[config.mk]
export PLATFORM = sky130hd
export DESIGN_NAME = uart_rx_fifo
export DESIGN_NICKNAME = d
export VERILOG_FILES = /design/src/rtl/uart_rx_fifo.sv
export SDC_FILE = /design/constraint.sdc
export NUM_CORES = 1
export LEC_CHECK = 0
export CORE_MARGIN = 3
export CORE_UTILIZATION = 50
export CTS_CLUSTER_SIZE = 16
export DETAILED_ROUTE_END_ITERATION = 10
export PLACE_DENSITY_LB_ADDON = 0.2
export SETUP_SLACK_MARGIN = 0.15
export SYNTH_ARGS = -nofsm -noshare
export SYNTH_HDL_FRONTEND = slang
export SYNTH_SLANG_ARGS = --single-unit
[constraint.sdc]
create_clock -name clk -period 8.5 [get_ports clk]
set_input_delay 1.7 -clock clk [delete_from_list [all_inputs] [get_ports clk]]
set_output_delay 1.7 -clock clk [all_outputs]
set_load 0.02 [all_outputs]
[src/rtl/uart_rx_fifo.sv]
// Receive-side FWFT buffer behind the UART receiver: stores {error, data} per frame,
// hands frames to the host over valid/ready, and keeps sticky overrun/error statistics.
module uart_rx_fifo #(
  parameter int DATA_WIDTH   = 8,
  parameter int DEPTH        = 16,
  parameter int DROP_ERRORED = 0,
  localparam int AW          = $clog2(DEPTH)
) (
  input  logic                  clk,
  input  logic                  arstn,
  input  logic                  in_valid,
  input  logic [DATA_WIDTH-1:0] in_data,
  input  logic                  in_error,
  output logic                  out_valid,
  output logic [DATA_WIDTH-1:0] out_data,
  output logic                  out_error,
  input  logic                  out_ready,
  input  logic                  flush,
  input  logic                  ovr_clr,
  output logic [AW:0]           count,
  output logic                  full,
  output logic                  overrun,
  output logic [7:0]            ovr_cnt,
  output logic [7:0]            err_cnt
);

  localparam logic [AW:0] PTR_ONE = (AW+1)'(1);

  function automatic logic [7:0] sat_inc(input logic [7:0] v);
    return (v == 8'hFF) ? v : v + 8'd1;
  endfunction

  logic [DATA_WIDTH:0] mem [DEPTH];
  logic [AW:0]         wr_ptr;
  logic [AW:0]         rd_ptr;
  logic                empty;
  logic                pop;
  logic                push_req;
  logic                push_ok;
  logic                ovr_evt;
  logic                err_evt;

  // Status decode straight from the current pointers, so nothing lags the edge.
  always_comb begin
    empty     = (wr_ptr == rd_ptr);
    full      = (wr_ptr[AW-1:0] == rd_ptr[AW-1:0]) && (wr_ptr[AW] != rd_ptr[AW]);
    count     = wr_ptr - rd_ptr;
    out_valid = !empty;
    {out_error, out_data} = mem[rd_ptr[AW-1:0]];
  end

  // A pop frees a slot in the same cycle, so a full FIFO can still take a push then.
  always_comb begin
    pop      = out_valid && out_ready;
    push_req = in_valid && !flush && !((DROP_ERRORED != 0) && in_error);
    push_ok  = push_req && (!full || pop);
    ovr_evt  = push_req && full && !pop;
    err_evt  = in_valid && in_error && !flush;
  end

  always_ff @(posedge clk or negedge arstn) begin
    if (!arstn) begin
      wr_ptr  <= '0;
      rd_ptr  <= '0;
      overrun <= 1'b0;
      ovr_cnt <= '0;
      err_cnt <= '0;
      for (int i = 0; i < DEPTH; i++) mem[i] <= '0;
    end else begin
      if (flush) begin
        wr_ptr <= '0;
        rd_ptr <= '0;
      end else begin
        if (push_ok) begin
          mem[wr_ptr[AW-1:0]] <= {in_error, in_data};
          wr_ptr              <= wr_ptr + PTR_ONE;
        end
        if (pop) rd_ptr <= rd_ptr + PTR_ONE;
      end

      // A same-cycle event beats ovr_clr: the counter restarts at one instead of zero.
      if (ovr_evt) begin
        overrun <= 1'b1;
        ovr_cnt <= ovr_clr ? 8'd1 : sat_inc(ovr_cnt);
      end else if (ovr_clr) begin
        overrun <= 1'b0;
        ovr_cnt <= '0;
      end

      if (err_evt)      err_cnt <= ovr_clr ? 8'd1 : sat_inc(err_cnt);
      else if (ovr_clr) err_cnt <= '0;
    end
  end

endmodule

==> metrics <==
Setup Crit Path Kind=reg2out; DRC viols=0; status=completed; core box area=~16000 um2; antenna-violating nets left=0; Synth Instances=roughly 630; Max VDD drop=~0.15 mV; largest net degree at the start of global routing=88; clk_lat worst skew=0.43 ns; crit path launch type=register; CTS sink cnt=about 170; leakage=about 4.3 nW; unrepaired setup endpoints after global routing=false; port bufs=47; Crit-path slowest cell=dfrtp_4; top_reg_cell synth=dfrtp_1; CP endpoint kind=output port; hold-fix buffers at CTS=0; post-CTS setup buffer count=0; CP Data Required Time=6.80 ns; Clock Power Share=36.2%; Slew Viols, Final=0; initial cell density of the core=between 50% and 60%; GRT overflow=0; # setup viols final=0; Internal=approximately 1.6 mW; fraction of the cycle the final worst path needs=roughly 59%; CTS root buffer=clkbuf_16; fraction of layout cells with a size suffix above 1=31.16%; Net Sw Frac=27.67%; routability cong.=roughly 0.77; commonest non-fill, non-tap cell in the layout=dfrtp_1; sequential share of power=44.9%; final WL=roughly 19 mm; Power Density=224.6 nW/um2; area delta synth->final=13.78%; cts repair resizes=0; Async SR Flop Fraction=100.0%; DPL Wire Length=between 10 and 15 mm; Worst Hold Class=reg2reg; Nets=between 600 and 700; Vias=approximately 5200; die height=roughly 140 um; setup TNS=0 ns; clock tree buffer depth=2; # diodes=0; DRT iter0 DRCs=~320; Max FO, Critical Path=67; vias in the first global route=5624; Pre-antenna DRT Iters=4; worst path arrival time=approximately 3.3 ns; worst hold margin=~0.50 ns; fmax=approximately 200 MHz; Die Footprint=18510 um2; Ports=48; CTS buffer count=17; row cnt=46; commonest cells after routing, fill and taps aside=170 x dfrtp_1, 109 x mux2_2, 46 x clkdlybuf4s50_1; post-synthesis net count=approximately 660; TritonCTS clock tree=done; Max stage delay on crit path=~1.2 ns; Avg Inst Size Synth=13.38 um2; Synth cell types=49; worst-margin pin slew=1.120 ns; initial antenna violation count=0; clock skew=about 0.012 ns; DR WL/cell=about 21 um; Period minus WS final=between 5 and 6 ns; sequential area share after synthesis=50.61%; number of synthesized register bits=approximately 170; Yosys warning count=0; endpoints failing hold=0; Switch Pwr=about 0.6 mW; Gate power share=between 10% and 20%; H-tree Lvls=4; first-pass GRT wire length=30.49 mm; Max Cap Violations=0; GRT Overall Usage=roughly a fifth; DR vias/cell=slightly below 6; EDFF count, synth=0; FILL cells=approximately 1300; mapped cell area=~8500 um2; CP Cell Sequence=ha_1, fa_1, inv_1, a21o_1, a21oi_1, xnor2_1, clkdlybuf4s50_1; Die W=between 100 and 150 um; relative slew slack=25.35%; Clock transition at path regs=approximately 0.07 ns
## flip-flops by register name (all words and copies together) (netlist names)
name / flops
err_cnt: 8
mem: 144
overrun: 1
ovr_cnt: 8
rd_ptr: 5
wr_ptr: 5
## kinds of logic (layout without fill, tap and decap cells)
kind of cell / after synthesis / in the layout / share of synthesized area [%]
compound gates: 84 / 84 / 6.349
xor+xnor: 12 / 12 / 1.332
fa+ha+maj: 12 / 12 / 1.865
buf+inv: 52 / 94 / 2.945
flops: 171 / 171 / 50.61
mux: 194 / 194 / 29.38
simple gates: 107 / 107 / 7.518
## synth_stat cells, types with 15 or more instances
library cell / number / area, um2
dfrtp_1: 171 / 4279
mux2_2: 109 / 1227
mux2_4: 36 / 540.5
mux2i_1: 31 / 310.3
a21oi_1: 22 / 110.1
clkbuf_1: 19 / 71.32
nand2_1: 19 / 71.32
a22oi_1: 18 / 135.1
mux4_2: 18 / 405.4
nor2_1: 16 / 60.06
o21ai_0: 16 / 80.08
nor2b_1: 15 / 93.84
## per-layer routing
metal | GRT usage [%] | up-vias | part of all wire, %
met1 | 29.67 | 2723 | 45
met5 | 0 | - | 0
met4 | 5.431 | 0 | 0.91
li1 | - | 2390 | -
met2 | 34.78 | 102 | 50
met3 | 3.923 | 11 | 4.2
## critical path: cells and delay by family, from the launching register on
family,cells,cell delay [ns]
flip-flops,1,1.15
buffers and inverters,2,0.67
adder cells (fa/ha/maj),2,0.57
AO/OA/AOI/OAI,2,0.32
XOR/XNOR,1,0.13
## power by group through the flow
stage	combinational, mW	sequential, mW	clock (mW)
floorplan	0.300	0.926	0
detailed placement	0.410	0.985	0
finish	0.408	0.970	0.782
CTS	0.413	0.972	0.799
global placement	0.401	0.981	0
global route	0.440	0.985	0.832
## path summary, 6_finish.rpt
kind / slack, ns / endpoint / cells past startpoint / startpoint
max: 3.49 / count[4] / 7 / rd_ptr[0]
min: 0.50 / mem[47] / 1 / mem[47]
max reg2reg: 4.82 / mem[96] / 5 / rd_ptr[0]
min reg2reg: 0.50 / mem[47] / 1 / mem[47]
max in group asynchronous: 5.55 / mem[20] / 2 / arstn
min in group asynchronous: 1.35 / mem[62] / 1 / arstn
## metrics by stage
step	cells	cell area, um2	setup WS [ns]	total power [mW]	util (%)
after detailed placement	858	9015	3.921	1.395	55.54
after floorplan	632	8454	4.783	1.226	-
after global routing	890	9619	3.320	2.256	59.27
final	890	9619	3.492	2.161	59.27
after CTS	890	9619	3.450	2.183	59.27
after global placement	858	9015	3.910	1.382	55.54
## layout make-up
class	instances	area [um2]	share of cell area, %
Timing Repair Buffer	49	486.7	5.060
Inverter	13	48.80	0.5073
Multi-Input combinational cell	409	3926	40.82
Clock inverter	12	137.6	1.431
Tap cell	216	270.3	2.810
Clock buffer	20	466.7	4.852
Sequential cell	171	4283	44.52
No activity file was read; power rests on OpenSTA's default activity.
